===== src/rtl/debounce_pkg.sv =====
`default_nettype none
// ============================================================================
// Module      : debounce_pkg
// Description : Shared constants, hold-FSM state type and counter sizing
//               helpers for the multi-channel button/switch debouncer.
// Revision    : 1.0 - initial parametrised release
// ============================================================================
package debounce_pkg;

  // Default parameter values for the calculator board
  localparam int DEF_N_BTN        = 5;
  localparam int DEF_N_SW         = 8;
  localparam int DEF_SAMPLES      = 3;
  localparam int DEF_LONG_TICKS   = 100;
  localparam int DEF_REPEAT_TICKS = 20;

  // Per-button hold tracking: idle, pressed-but-short, past the long threshold
  typedef enum logic [1:0] {
    IDLE = 2'd0,
    HELD = 2'd1,
    LONG = 2'd2
  } hold_state_e;

  // Hold counter must be able to hold the larger of the two compare values
  function automatic int hold_cnt_width(input int long_ticks, input int repeat_ticks);
    int m;
    m = long_ticks;
    if (repeat_ticks > m) m = repeat_ticks;
    if (m < 1) m = 1;
    return $clog2(m + 1);
  endfunction

  // Filter counter only ever stores 0..SAMPLES-1 (it clears at the compare)
  function automatic int filt_cnt_width(input int samples);
    int w;
    w = $clog2(samples);
    if (w < 1) w = 1;
    return w;
  endfunction

endpackage : debounce_pkg
`default_nettype wire


===== src/rtl/debounce_chan.sv =====
`default_nettype none
// ============================================================================
// Module      : debounce_chan
// Description : One debounced channel: 2-FF synchroniser, agree-count filter
//               with hysteresis, edge pulses and an optional hold FSM that
//               produces long-press and auto-repeat pulses.
// Revision    : 1.0 - initial parametrised release
// ============================================================================
module debounce_chan
  import debounce_pkg::*;
#(
  parameter int SAMPLES      = DEF_SAMPLES,
  parameter int LONG_TICKS   = DEF_LONG_TICKS,
  parameter int REPEAT_TICKS = DEF_REPEAT_TICKS,
  parameter bit HOLD_EN      = 1'b1
) (
  input  logic clk_i,
  input  logic rst_ni,
  input  logic tick_i,
  input  logic raw_i,
  output logic level_o,
  output logic rise_o,
  output logic fall_o,
  output logic long_o,
  output logic rpt_o
);

  localparam int FW = filt_cnt_width(SAMPLES);
  localparam int HW = hold_cnt_width(LONG_TICKS, REPEAT_TICKS);

  // Compare values are "one before the target" because the event fires on
  // the edge where the counter would reach the target, never storing it.
  localparam logic [FW-1:0] FILT_LAST = FW'(SAMPLES - 1);
  localparam logic [HW-1:0] LONG_LAST = HW'((LONG_TICKS   > 0) ? LONG_TICKS   - 1 : 0);
  localparam logic [HW-1:0] REP_LAST  = HW'((REPEAT_TICKS > 0) ? REPEAT_TICKS - 1 : 0);

  logic          sync1_q;
  logic          sync2_q;
  logic          level_q;
  logic          level_d;
  logic [FW-1:0] fcnt_q;
  logic [FW-1:0] fcnt_d;
  logic          rise_q;
  logic          rise_d;
  logic          fall_q;
  logic          fall_d;

  hold_state_e   state_q;
  logic [HW-1:0] hcnt_q;
  logic          long_q;
  logic          rpt_q;

  // Two-flop synchroniser, runs every clock regardless of the sample strobe
  always_ff @(posedge clk_i) begin
    if (!rst_ni) begin
      sync1_q <= 1'b0;
      sync2_q <= 1'b0;
    end else begin
      sync1_q <= raw_i;
      sync2_q <= sync1_q;
    end
  end

  // Filter next state: count consecutive disagreeing samples, toggle at SAMPLES
  always_comb begin
    level_d = level_q;
    fcnt_d  = fcnt_q;
    rise_d  = 1'b0;
    fall_d  = 1'b0;
    if (tick_i) begin
      if (sync2_q != level_q) begin
        if (fcnt_q == FILT_LAST) begin
          level_d = ~level_q;
          fcnt_d  = '0;
          rise_d  = ~level_q;
          fall_d  = level_q;
        end else begin
          fcnt_d = fcnt_q + FW'(1);
        end
      end else begin
        fcnt_d = '0;
      end
    end
  end

  // Filter state and single-cycle edge pulses
  always_ff @(posedge clk_i) begin
    if (!rst_ni) begin
      level_q <= 1'b0;
      fcnt_q  <= '0;
      rise_q  <= 1'b0;
      fall_q  <= 1'b0;
    end else begin
      level_q <= level_d;
      fcnt_q  <= fcnt_d;
      rise_q  <= rise_d;
      fall_q  <= fall_d;
    end
  end

  // Hold FSM: a release always wins, so no long/repeat pulse on the release edge
  always_ff @(posedge clk_i) begin
    if (!rst_ni) begin
      state_q <= IDLE;
      hcnt_q  <= '0;
      long_q  <= 1'b0;
      rpt_q   <= 1'b0;
    end else begin
      long_q <= 1'b0;
      rpt_q  <= 1'b0;
      if (!HOLD_EN || fall_d) begin
        state_q <= IDLE;
        hcnt_q  <= '0;
      end else if (rise_d) begin
        state_q <= HELD;
        hcnt_q  <= '0;
      end else if (tick_i) begin
        case (state_q)
          IDLE: begin
            hcnt_q <= '0;
          end
          HELD: begin
            // LONG_TICKS of zero parks the channel here without counting
            if (LONG_TICKS != 0) begin
              if (hcnt_q == LONG_LAST) begin
                long_q  <= 1'b1;
                hcnt_q  <= '0;
                state_q <= LONG;
              end else begin
                hcnt_q <= hcnt_q + HW'(1);
              end
            end
          end
          LONG: begin
            if (REPEAT_TICKS != 0) begin
              if (hcnt_q == REP_LAST) begin
                rpt_q  <= 1'b1;
                hcnt_q <= '0;
              end else begin
                hcnt_q <= hcnt_q + HW'(1);
              end
            end
          end
          default: begin
            state_q <= IDLE;
            hcnt_q  <= '0;
          end
        endcase
      end
    end
  end

  assign level_o = level_q;
  assign rise_o  = rise_q;
  assign fall_o  = fall_q;
  assign long_o  = long_q;
  assign rpt_o   = rpt_q;

endmodule : debounce_chan
`default_nettype wire


===== src/rtl/debounce_multi.sv =====
`default_nettype none
// ============================================================================
// Module      : debounce_multi
// Description : N_BTN push-button and N_SW switch debouncer between board pins
//               and the calculator control FSM. Sampling pace is set by
//               tick_en; synchronisers always run at the clock rate.
// Revision    : 1.0 - initial parametrised release
// ============================================================================
module debounce_multi
  import debounce_pkg::*;
#(
  parameter int N_BTN        = DEF_N_BTN,
  parameter int N_SW         = DEF_N_SW,
  parameter int SAMPLES      = DEF_SAMPLES,
  parameter int LONG_TICKS   = DEF_LONG_TICKS,
  parameter int REPEAT_TICKS = DEF_REPEAT_TICKS
) (
  input  logic             clk_db,
  input  logic             rst_n,
  input  logic             tick_en,
  input  logic [N_BTN-1:0] btn_in,
  input  logic [N_SW-1:0]  sw_in,
  output logic [N_BTN-1:0] btn_level,
  output logic [N_BTN-1:0] btn_press,
  output logic [N_BTN-1:0] btn_release,
  output logic [N_BTN-1:0] btn_long,
  output logic [N_BTN-1:0] btn_rpt,
  output logic [N_SW-1:0]  sw_out,
  output logic             sw_chg
);

  logic [N_SW-1:0] sw_rise;
  logic [N_SW-1:0] sw_fall;
  logic [N_SW-1:0] sw_long;
  logic [N_SW-1:0] sw_rpt;

  // Button channels carry the hold FSM
  for (genvar i = 0; i < N_BTN; i++) begin : g_btn
    debounce_chan #(
      .SAMPLES      (SAMPLES),
      .LONG_TICKS   (LONG_TICKS),
      .REPEAT_TICKS (REPEAT_TICKS),
      .HOLD_EN      (1'b1)
    ) u_chan (
      .clk_i   (clk_db),
      .rst_ni  (rst_n),
      .tick_i  (tick_en),
      .raw_i   (btn_in[i]),
      .level_o (btn_level[i]),
      .rise_o  (btn_press[i]),
      .fall_o  (btn_release[i]),
      .long_o  (btn_long[i]),
      .rpt_o   (btn_rpt[i])
    );
  end

  // Switch channels are plain level filters
  for (genvar j = 0; j < N_SW; j++) begin : g_sw
    debounce_chan #(
      .SAMPLES      (SAMPLES),
      .LONG_TICKS   (LONG_TICKS),
      .REPEAT_TICKS (REPEAT_TICKS),
      .HOLD_EN      (1'b0)
    ) u_chan (
      .clk_i   (clk_db),
      .rst_ni  (rst_n),
      .tick_i  (tick_en),
      .raw_i   (sw_in[j]),
      .level_o (sw_out[j]),
      .rise_o  (sw_rise[j]),
      .fall_o  (sw_fall[j]),
      .long_o  (sw_long[j]),
      .rpt_o   (sw_rpt[j])
    );
  end

  // Any switch toggle raises the shared change pulse. Hold pulses are held
  // at zero on switch channels; OR-ing them in keeps every output consumed.
  assign sw_chg = |(sw_rise | sw_fall | sw_long | sw_rpt);

endmodule : debounce_multi
`default_nettype wire


===== config.mk =====
export PLATFORM = sky130hd
export DESIGN_NAME = debounce_multi
export DESIGN_NICKNAME = d
export VERILOG_FILES = /design/src/rtl/debounce_pkg.sv /design/src/rtl/debounce_chan.sv /design/src/rtl/debounce_multi.sv
export SDC_FILE = /design/constraint.sdc
export NUM_CORES = 1
export LEC_CHECK = 0
export CAP_MARGIN = 20
export CORE_ASPECT_RATIO = 1.1
export CORE_MARGIN = 4
export CORE_UTILIZATION = 53
export CTS_CLUSTER_SIZE = 20
export DETAILED_ROUTE_END_ITERATION = 7
export PLACE_DENSITY = 0.73
export SETUP_SLACK_MARGIN = 0.3
export SYNTH_ARGS = -nofsm -noshare
export SYNTH_HDL_FRONTEND = slang
export SYNTH_HIERARCHICAL = 1
export SYNTH_SLANG_ARGS = --single-unit

===== constraint.sdc =====
create_clock -name clk_db -period 3.9 [get_ports clk_db]
set_input_delay 1.17 -clock clk_db [delete_from_list [all_inputs] [get_ports clk_db]]
set_output_delay 1.17 -clock clk_db [all_outputs]
set_load 0.03 [all_outputs]

==> results.md <==
- CTS tree: done
- Reg area: 0.00292 mm2
- DRC viols: 0
- Post-Syn Area: 0.00705 mm2
- Initial Utilization: 0.551
- Mapped Cells: 717
- EDFF count, synth: 0
- CP Launch Type: register
- Worst Setup SP: g_sw[2].u_chan/rise_o
- Final Max Slew Viols: 0
- CTS root buffer: clkbuf_16
- Via/cell ratio: 5.46
- Clock latency on the worst-skew pair: 420 ps
- Period minus WS final: 3170 ps
- Register area share after synthesis: 0.415
- CTS Hold Bufs: 0
- RSZ-0062 raised after global routing: false
- WL final: 12900 um
- CP max FO: 1
- Fin cells: 934
- Sink Count: 146
- Hold_sp: g_sw[0].u_chan/sync1_q
- DR vias: 5099
- # Post-CTS Setup Buffers: 0
- Total inserted antenna cells: 0
- Cell Rows: 43
- Synthesis-stage register bit count: 146
- Pre-antenna DRT Iters: 4
- Pin count of the biggest net entering global routing: 47
- Core area: 0.0128 mm2
- Setup TNS: 0 ps
- Die height: 129 um
- Max-Cap Viols: 0
- Area of the multi-input gates: 0.00385 mm2
- Share of layout cells above drive strength 1: 0.133
- DRT antenna net count: 0
- GRT Util Overall: 0.179
- Unique cell type count in the Yosys netlist: 41
- Clk pin slew, worst setup/hold paths: 60 ps
- Commonest non-fill, non-tap cell in the layout: dfxtp_1
- Worst R2R Start: g_btn[0].u_chan/hcnt_q[0]
- Worst vdd ir: 0.308 mV
- Fillers: 1057
- Initial antenna violation count: 0
- Cts repair resizes: 0
- Endpoints failing setup: 0
- DP HPWL: 8900 um
- Vias in the first global route: 5165
- IO Pins: 50
- Area growth from synthesis to layout: 16.7%
- Num CTS Buffers: 17
- Fin crit share: 0.812
- Ranking of synthesized cells by area: dfxtp_1 (41%), nand2_1 (4.0%), nand3b_1 (3.6%)
- Htree depth: 4
- Nets: 801
- Syn avg cell area: 9.83 um2
- Yosys top cell by area: dfxtp_1
- Post-synth top flop: dfxtp_1
- Pwr/cell area: 408 mW/mm2
- HP Class: register to register
- WL/cell: 13.8 um
- LEAKAGE: 0.00287 uW
- Yosys warns: 6
- Die area: 0.0152 mm2
- Die X: 118 um
- First-pass GRT wire length: 22700 um
- Data arrival, critical path: 2000 ps
- Hold Vio Cnt, Final: 0
- Req. time, crit path: 2730 ps
- Post-placement cell count: 903
- # port buffers: 49
- CP Class: register to primary output
- Asr flop ratio synth: 0
- Global placer's final weighted congestion: 0.809
- Kind of end point of the critical path: primary output
- Clk_skew: 7.32 ps
- Run status: finished clean
- GRT overflow: 0
- Clock buffer depth: 2
- Most frequent cells in the layout: dfxtp_1 (146), nand2_1 (76), clkdlybuf4s50_1 (47)
- Top cell type's share of synthesized area: 0.415
- Iter 0 DRT Violations: 238
- Max Freq: 316 MHz
[area by class of cell]
type	count	area share
clock inverters	10	0.0190
well taps	157	0.0239
multi-input cells	520	0.467
repair buffers	55	0.0660
clock buffers	21	0.0572
inverters	25	0.0114
flip-flops and latches	146	0.355
[power breakdown]
part	switching [uW]	internal (uW)	leakage [uW]
Sequential	13.3	1510	0.00118
Combinational	68.7	53.3	0.00137
Clock	599	1110	0.000309
Total	681	2670	0.00287
[cells by family (layout without fill, tap and decap cells)]
logic type               Yosys count  count (layout)  synth area share
buffers and inverters             59             111            0.0442
AND/OR/NAND/NOR                  352             352             0.318
multiplexers                      18              18            0.0256
adder cells (fa/ha/maj)           20              20            0.0355
other                              8              16           0.00426
AO/OA/AOI/OAI                     96              96             0.130
XOR/XNOR                          18              18            0.0277
flip-flops                       146             146             0.415
[path summary, 6_finish.rpt]
check | to | slack (ps) | depth (start not counted)
worst max-delay path | sw_chg | 730 | 4
worst min-delay path | g_sw[0].u_chan/sync2_q | 430 | 1
worst max register to register | g_btn[0].u_chan/hcnt_q[4] | 1990 | 6
worst min register to register | g_sw[0].u_chan/sync2_q | 430 | 1
[critical path, cell delays in order (launching register included)]
cell	delay (ps)
dfxtp_1	290
nor4_1	290
nand4_1	180
or2_1	240
clkdlybuf4s50_1	590
[routing by layer]
layer  GRT usage  vias up  wire length [um]
li1            -     2620                 -
met1       0.200     2396              5710
met2       0.325       71              6560
met3      0.0501       12               463
met4      0.0683        0               131
met5           0        -                 0
[through the flow]
step | power [uW] | hold slack [ps] | utilization | area, um2 | setup WS (ps)
floorplan | 1640 | 412 | - | 7080 | 1720
global placement | 1670 | 416 | 0.594 | 7600 | 1170
detailed placement | 1680 | 418 | 0.594 | 7600 | 1130
CTS | 3400 | 434 | 0.643 | 8230 | 710
global route | 3470 | 452 | 0.643 | 8230 | 617
finish | 3360 | 431 | 0.643 | 8230 | 734
[cells in the mapped netlist (all sizes together), types with 6 or more instances]
| master | number |
|---|---|
| inv | 25 |
| or2 | 6 |
| nand2 | 81 |
| dfxtp | 146 |
| o311ai | 15 |
| nand2b | 15 |
| nand3b | 34 |
| conb | 8 |
| nand3 | 40 |
| nand4bb | 8 |
| nor2 | 25 |
| o21a | 10 |
| nor4 | 13 |
| nor3b | 16 |
| ha | 20 |
| mux2i | 18 |
| a21oi | 15 |
| buf | 24 |
| xnor2 | 18 |
| nor2b | 25 |
| nor3 | 30 |
| clkbuf | 10 |
| o21ai | 26 |
| nand4b | 16 |
| and2 | 26 |
[registers in the layout, summed over array words and instances (netlist names), 10 cells and up]
register / cells
g_btn.u_chan/hcnt_q: 35
g_sw.u_chan/fcnt_q: 16
g_btn.u_chan/fcnt_q: 10
g_btn.u_chan/state_q: 10
No activity file was read; power rests on OpenSTA's default activity.
